--- config.mk ---
export PLATFORM = sky130hd
export DESIGN_NAME = ibex_fpu_nc_pipe
export DESIGN_NICKNAME = d
export VERILOG_FILES = /design/src/rtl/ibex_fpu_nc_pipe.sv
export SDC_FILE = /design/constraint.sdc
export NUM_CORES = 1
export LEC_CHECK = 0
export ABC_AREA = 1
export CORE_MARGIN = 2
export CORE_UTILIZATION = 30
export DETAILED_ROUTE_END_ITERATION = 8
export SYNTH_ARGS = -nofsm -noshare
export SYNTH_HDL_FRONTEND = slang
export SYNTH_SLANG_ARGS = --single-unit
export TNS_END_PERCENT = 5
--- constraint.sdc ---
create_clock -name clk_i -period 1.85 [get_ports clk_i]
set_clock_uncertainty 0.1 [all_clocks]
set_input_delay 0.37 -clock clk_i [delete_from_list [all_inputs] [get_ports clk_i]]
set_output_delay 0.37 -clock clk_i [all_outputs]
set_load 0.01 [all_outputs]
--- src/rtl/ibex_fpu_nc_pipe.sv ---
// ibex_fpu_nc_pipe: pipelined non-computational FP ops (sign-inject, min/max, compare, class, moves)
module ibex_fpu_nc_pipe #(
  parameter int EXP_W = 8,
  parameter int MAN_W = 23,
  parameter int LATENCY = 2,
  localparam int FLEN = 1 + EXP_W + MAN_W
) (
  input  logic            clk_i,
  input  logic            rst_ni,
  input  logic            in_valid_i,
  output logic            in_ready_o,
  input  logic [3:0]      op_i,
  input  logic [FLEN-1:0] rs1_i,
  input  logic [FLEN-1:0] rs2_i,
  input  logic [31:0]     rs1_int_i,
  input  logic [4:0]      rd_addr_i,
  output logic            out_valid_o,
  input  logic            out_ready_i,
  output logic [31:0]     result_o,
  output logic [4:0]      rd_addr_o,
  output logic            fp_we_o,
  output logic            int_we_o,
  output logic            illegal_o,
  input  logic            flush_i,
  output logic [4:0]      fflags_o,
  input  logic            fflags_clr_i
);
  localparam int W = (FLEN < 32) ? FLEN : 32;
  localparam logic [FLEN-1:0] CNAN = {1'b0, {EXP_W{1'b1}}, 1'b1, {(MAN_W-1){1'b0}}};
  typedef struct packed {
    logic [31:0] result;
    logic [4:0]  rd;
    logic        fp_we;
    logic        int_we;
    logic        ill;
    logic        nv;
  } stage_t;
  function automatic logic [9:0] fclass(input logic [FLEN-1:0] x);
    logic s, e1, e0, m0, nan;
    s   = x[FLEN-1];
    e1  = &x[FLEN-2:MAN_W];
    e0  = ~|x[FLEN-2:MAN_W];
    m0  = ~|x[MAN_W-1:0];
    nan = e1 & ~m0;
    return {nan & x[MAN_W-1], nan & ~x[MAN_W-1], ~s & e1 & m0, ~s & ~e1 & ~e0,
            ~s & e0 & ~m0, ~s & e0 & m0, s & e0 & m0, s & e0 & ~m0, s & ~e1 & ~e0, s & e1 & m0};
  endfunction
  logic [9:0] ca, cb;
  logic sa, sb, a_nan, b_nan, any_nan, any_snan, both_zero, lt_tot, lt, eq;
  logic [FLEN-2:0] ma, mb;
  logic [FLEN-1:0] fp_r;
  stage_t s0;
  stage_t st_q [LATENCY];
  logic [LATENCY-1:0] v_q;
  logic nv_q, hs;
  assign ca        = fclass(rs1_i);
  assign cb        = fclass(rs2_i);
  assign sa        = rs1_i[FLEN-1];
  assign sb        = rs2_i[FLEN-1];
  assign ma        = rs1_i[FLEN-2:0];
  assign mb        = rs2_i[FLEN-2:0];
  assign a_nan     = ca[9] | ca[8];
  assign b_nan     = cb[9] | cb[8];
  assign any_nan   = a_nan | b_nan;
  assign any_snan  = ca[8] | cb[8];
  assign both_zero = (ca[4] | ca[3]) & (cb[4] | cb[3]);
  // total order used by MIN/MAX places -0 below +0; IEEE compares then equate the zeros
  assign lt_tot    = (sa != sb) ? sa : (sa ? ma > mb : ma < mb);
  assign lt        = lt_tot & ~both_zero;
  assign eq        = (rs1_i == rs2_i) | both_zero;
  always_comb begin
    fp_r = '0;
    s0 = '0;
    s0.rd = rd_addr_i;
    case (op_i)
      4'd0: fp_r = {sb, ma};
      4'd1: fp_r = {~sb, ma};
      4'd2: fp_r = {sa ^ sb, ma};
      4'd3, 4'd4: fp_r = (a_nan & b_nan) ? CNAN : a_nan ? rs2_i : b_nan ? rs1_i :
                         ((op_i == 4'd3) == lt_tot) ? rs1_i : rs2_i;
      4'd5: s0.result = 32'(~any_nan & eq);
      4'd6: s0.result = 32'(~any_nan & lt);
      4'd7: s0.result = 32'(~any_nan & (lt | eq));
      4'd8: s0.result = 32'(ca);
      4'd9: s0.result = rs1_int_i;
      4'd10: s0.result = 32'(rs1_i[W-1:0]);
      default: s0.ill = 1'b1;
    endcase
    if (op_i <= 4'd4) s0.result = 32'(fp_r[W-1:0]);
    s0.fp_we  = (op_i <= 4'd4) | (op_i == 4'd9);
    s0.int_we = (op_i >= 4'd5) & (op_i <= 4'd8) | (op_i == 4'd10);
    s0.nv     = (op_i >= 4'd3 && op_i <= 4'd5) ? any_snan : (op_i == 4'd6 || op_i == 4'd7) ? any_nan : 1'b0;
  end
  assign out_valid_o = v_q[LATENCY-1];
  assign in_ready_o  = ~flush_i & (~out_valid_o | out_ready_i);
  assign hs          = out_valid_o & out_ready_i;
  always_ff @(posedge clk_i or negedge rst_ni) begin
    if (!rst_ni) begin
      v_q <= '0;
      for (int i = 0; i < LATENCY; i++) st_q[i] <= '0;
    end else if (flush_i) begin
      v_q <= '0;
    end else if (in_ready_o) begin
      v_q[0]  <= in_valid_i;
      st_q[0] <= s0;
      for (int i = 1; i < LATENCY; i++) begin
        v_q[i]  <= v_q[i-1];
        st_q[i] <= st_q[i-1];
      end
    end
  end
  always_ff @(posedge clk_i or negedge rst_ni) begin
    if (!rst_ni) nv_q <= 1'b0;
    else nv_q <= fflags_clr_i ? (hs & st_q[LATENCY-1].nv) : (nv_q | (hs & st_q[LATENCY-1].nv));
  end
  assign result_o  = st_q[LATENCY-1].result;
  assign rd_addr_o = st_q[LATENCY-1].rd;
  assign fp_we_o   = out_valid_o & st_q[LATENCY-1].fp_we;
  assign int_we_o  = out_valid_o & st_q[LATENCY-1].int_we;
  assign illegal_o = out_valid_o & st_q[LATENCY-1].ill;
  assign fflags_o  = {nv_q, 4'b0};
endmodule

==> impl_metrics.env, run 1 <==
export IMPL_clock_latency_ns=0.34
export IMPL_drtPass1Iterations=5
export IMPL_dieHeight_um=153
export IMPL_dr_total_vias=7114
export IMPL_port_buffers=153
export IMPL_fp_row_count=54
export IMPL_violations="setup timing"
export IMPL_worstSetupEndpoint="st_q[55]"
export IMPL_seq_area_frac_synth_pct=31.8
export IMPL_setup_viol=34
export IMPL_r2r_start="v_q[1]"
export IMPL_cts_path_max_buffers=2
export IMPL_synth_top_cell_by_area="dfrtp_1"
export IMPL_syn_area_sq_um=6680
export IMPL_worstReg2RegEnd="st_q[79]"
export IMPL_maxSlewViolCount=0
export IMPL_whs_ns=0.370
export IMPL_initial_core_util_pct=30.6
export IMPL_cts_tree="done"
export IMPL_crit_fanout=6
export IMPL_cts_made_buffers=9
export IMPL_netlist_instances=951
export IMPL_diodes=0
export IMPL_final_common_cell="nand2_1"
export IMPL_dp_cells=1483
export IMPL_period_needed_ns=2.39
export IMPL_drv_cap=0
export IMPL_via_per_inst=4.61
export IMPL_final_cell_mix="nand2_1, buf_4, inv_1"
export IMPL_cts_root_buf="clkbuf_16"
export IMPL_grt_pass1_vias=7047
export IMPL_drc=0
export IMPL_instances_no_fill=1542
export IMPL_grt_usage_pct=19.4
export IMPL_reg2reg_slack_ns=0.07
export IMPL_reg2regPathDepth=10
export IMPL_power_uw=6770
export IMPL_postRouteAntennaNets=0
export IMPL_path_clk_slew_ns=0.06
export IMPL_cts_sinks=85
export IMPL_ys_top_cells_by_area="dfrtp_1, nand2_1, inv_1, ha_1, nand3_2"
export IMPL_worst_setup_path_type="in -> reg"
export IMPL_grt_overflow=0
export IMPL_dp_hpwl_mm=17.9
export IMPL_design_core_area_sq_um=21800
export IMPL_syn_to_final_growth_pct=59.5
export IMPL_max_freq_mhz=418
export IMPL_drive_gt1_share_pct=39.5
export IMPL_grt_start_max_net_pins=40
export IMPL_drt_iter0_markers=397
export IMPL_fin_crit_sh_pct=129
export IMPL_finalHoldViolations=0
export IMPL_syn_mean_instance_area_sq_um=7.03
export IMPL_post_drt_wl_per_cell_um=15.1
export IMPL_status="complete, but fails checks"
export IMPL_cp_required_ns=1.98
export IMPL_routabilityCongestion=0.918
export IMPL_nNetsFinal=1399
export IMPL_finalWirelength_mm=23.3
export IMPL_die_w_um=153
export IMPL_setup_ws_ns=-0.545
export IMPL_dieArea_sq_um=23500
export IMPL_synth_distinct_cells=45
export IMPL_htreeDepth=3
export IMPL_grt_antenna_before_repair=0
export IMPL_cp_end_kind="register"
export IMPL_power_density_nw_per_um2=635
export IMPL_hp_class="reg -> reg"
export IMPL_ios=158
export IMPL_startpoint="rs2_i[6]"
export IMPL_worstPathArrival_ns=2.53
export IMPL_p_leak_uw=0.00539
export IMPL_synth_top_area_share_pct=31.8
export IMPL_grt_pass1_wl_mm=36.8
export IMPL_fin_setup_tns_ns=-14.97
export IMPL_synth_seq_cells=85
export IMPL_rsz0062_at_grt="yes"
export IMPL_max_vdd_ir_drop_mv=0.460
export IMPL_yosysWarningCount=0
export IMPL_worstSetupStartpointType="input port"
synthesized netlist by cell type (all sizes together):
cell and number:
o21ai 53, nand3b 1, o22ai 1, clkinv 3, nand4 14, xnor2 1, nor2 59, buf 54
nand2 296, nand3 91, and2 1, a41oi 1, dfrtp 85, inv 167, ha 31, a31oi 1
nor4 8, a21o 2, a311oi 23, a22oi 3, conb 1, clkbuf 25, a211oi 4, a21oi 12
nor3 11, o221ai 3
area by class of cell:
class / instances / area (sq um)
multi-input cells: 620 / 4040
flip-flops and latches: 85 / 2130
fillers: 2131 / 11200
clock buffers: 10 / 239
clock inverters: 6 / 93.8
well taps: 280 / 350
repair buffers: 371 / 3140
inverters: 170 / 668
cell families after synthesis:
| family | Yosys count | share of synthesized area [%] |
|---|---|---|
| AO/OA/AOI/OAI | 103 | 9.81 |
| other | 1 | 0.0561 |
| buffers and inverters | 249 | 17.6 |
| flip-flops | 85 | 31.8 |
| XOR/XNOR | 1 | 0.131 |
| AND/OR/NAND/NOR | 481 | 34.8 |
| adder cells (fa/ha/maj) | 31 | 5.80 |
sequential cells by signal, summed over array words and instances, names as in the netlist:
| register | flops |
|---|---|
| result_o | 32 |
| rd_addr_o | 5 |
| st_q | 45 |
| nv_q | 1 |
| v_q | 2 |
power breakdown:
part | internal [uW] | switching, uW
Sequential | 2130 | 117
Combinational | 1270 | 1270
Clock | 1230 | 748
Total | 4630 | 2140
worst max-delay path: stages:
cell and delay, ns:
buf_8 0.08, inv_4 0.03, ha_4 0.27, nand2_4 0.06, nor2_4 0.11, buf_6 0.10
nand4_1 0.08, nor3_2 0.22, nand2_1 0.12, nand2_2 0.09, nand2_2 0.06, nand2_2 0.07
nand2_2 0.06, nand3_4 0.09, nand2_8 0.08, clkinv_8 0.08, buf_12 0.10, buf_12 0.11
nand2_4 0.04, nand3_2 0.07, nand3_2 0.10, nand2_1 0.08, inv_1 0.03
metal layers:
layer / up-vias / global-route usage (%) / wire, um
met2: 227 / 31.2 / 10600
met3: 43 / 2.15 / 969
met4: 0 / 5.60 / 618
met5: - / 0 / 0
met1: 3257 / 27.5 / 11100
li1: 3587 / - / -
per-stage QoR:
| stage | setup slack, ns | util, % | area (sq um) |
|---|---|---|---|
| 5_1_grt | -0.646 | 48.8 | 10700 |
| 6_report | -0.545 | 48.8 | 10700 |
| 3_3_place_gp | -1.44 | 43.3 | 9460 |
| 3_5_place_dp | -1.47 | 43.3 | 9460 |
| 2_1_floorplan | -0.448 | - | 6690 |
| 4_1_cts | -0.549 | 48.1 | 10500 |
worst min path at each step:
| stage | end | depth (start not counted) | start |
|---|---|---|---|
| 6_report | rd_addr_o[1] | 2 | rd_addr_o[1] |
| 5_1_grt | st_q[45] | 2 | st_q[45] |
| 4_1_cts | st_q[53] | 6 | rs1_i[3] |
| 3_5_place_dp | st_q[80] | 1 | rst_ni |
| 3_3_place_gp | st_q[80] | 1 | rst_ni |
| 2_1_floorplan | nv_q | 0 | rst_ni |
timing repair:
| item | in CTS | in global routing |
|---|---|---|
| hold buffers | 1 | 0 |
| resized for setup | 303 | 98 |
| endpoints found under the setup margin | 65 | 73 |
| buffers inserted | 34 | 8 |
| pin swaps | 61 | 52 |
| gates cloned | 1 | 0 |
| hold endpoints to repair | 32 | 0 |
No activity file was read; power rests on OpenSTA's default activity.
==> run 2, diff against run 1 <==
--- a/config.mk
+++ b/config.mk
@@ -9,6 +9,7 @@
 export CORE_MARGIN = 2
 export CORE_UTILIZATION = 30
 export DETAILED_ROUTE_END_ITERATION = 8
+export SLEW_MARGIN = 20
 export SYNTH_ARGS = -nofsm -noshare
 export SYNTH_HDL_FRONTEND = slang
 export SYNTH_SLANG_ARGS = --single-unit
==> results of run 2 <==
Same layout as run 1: the final DEF is identical, and so are final timing and power.
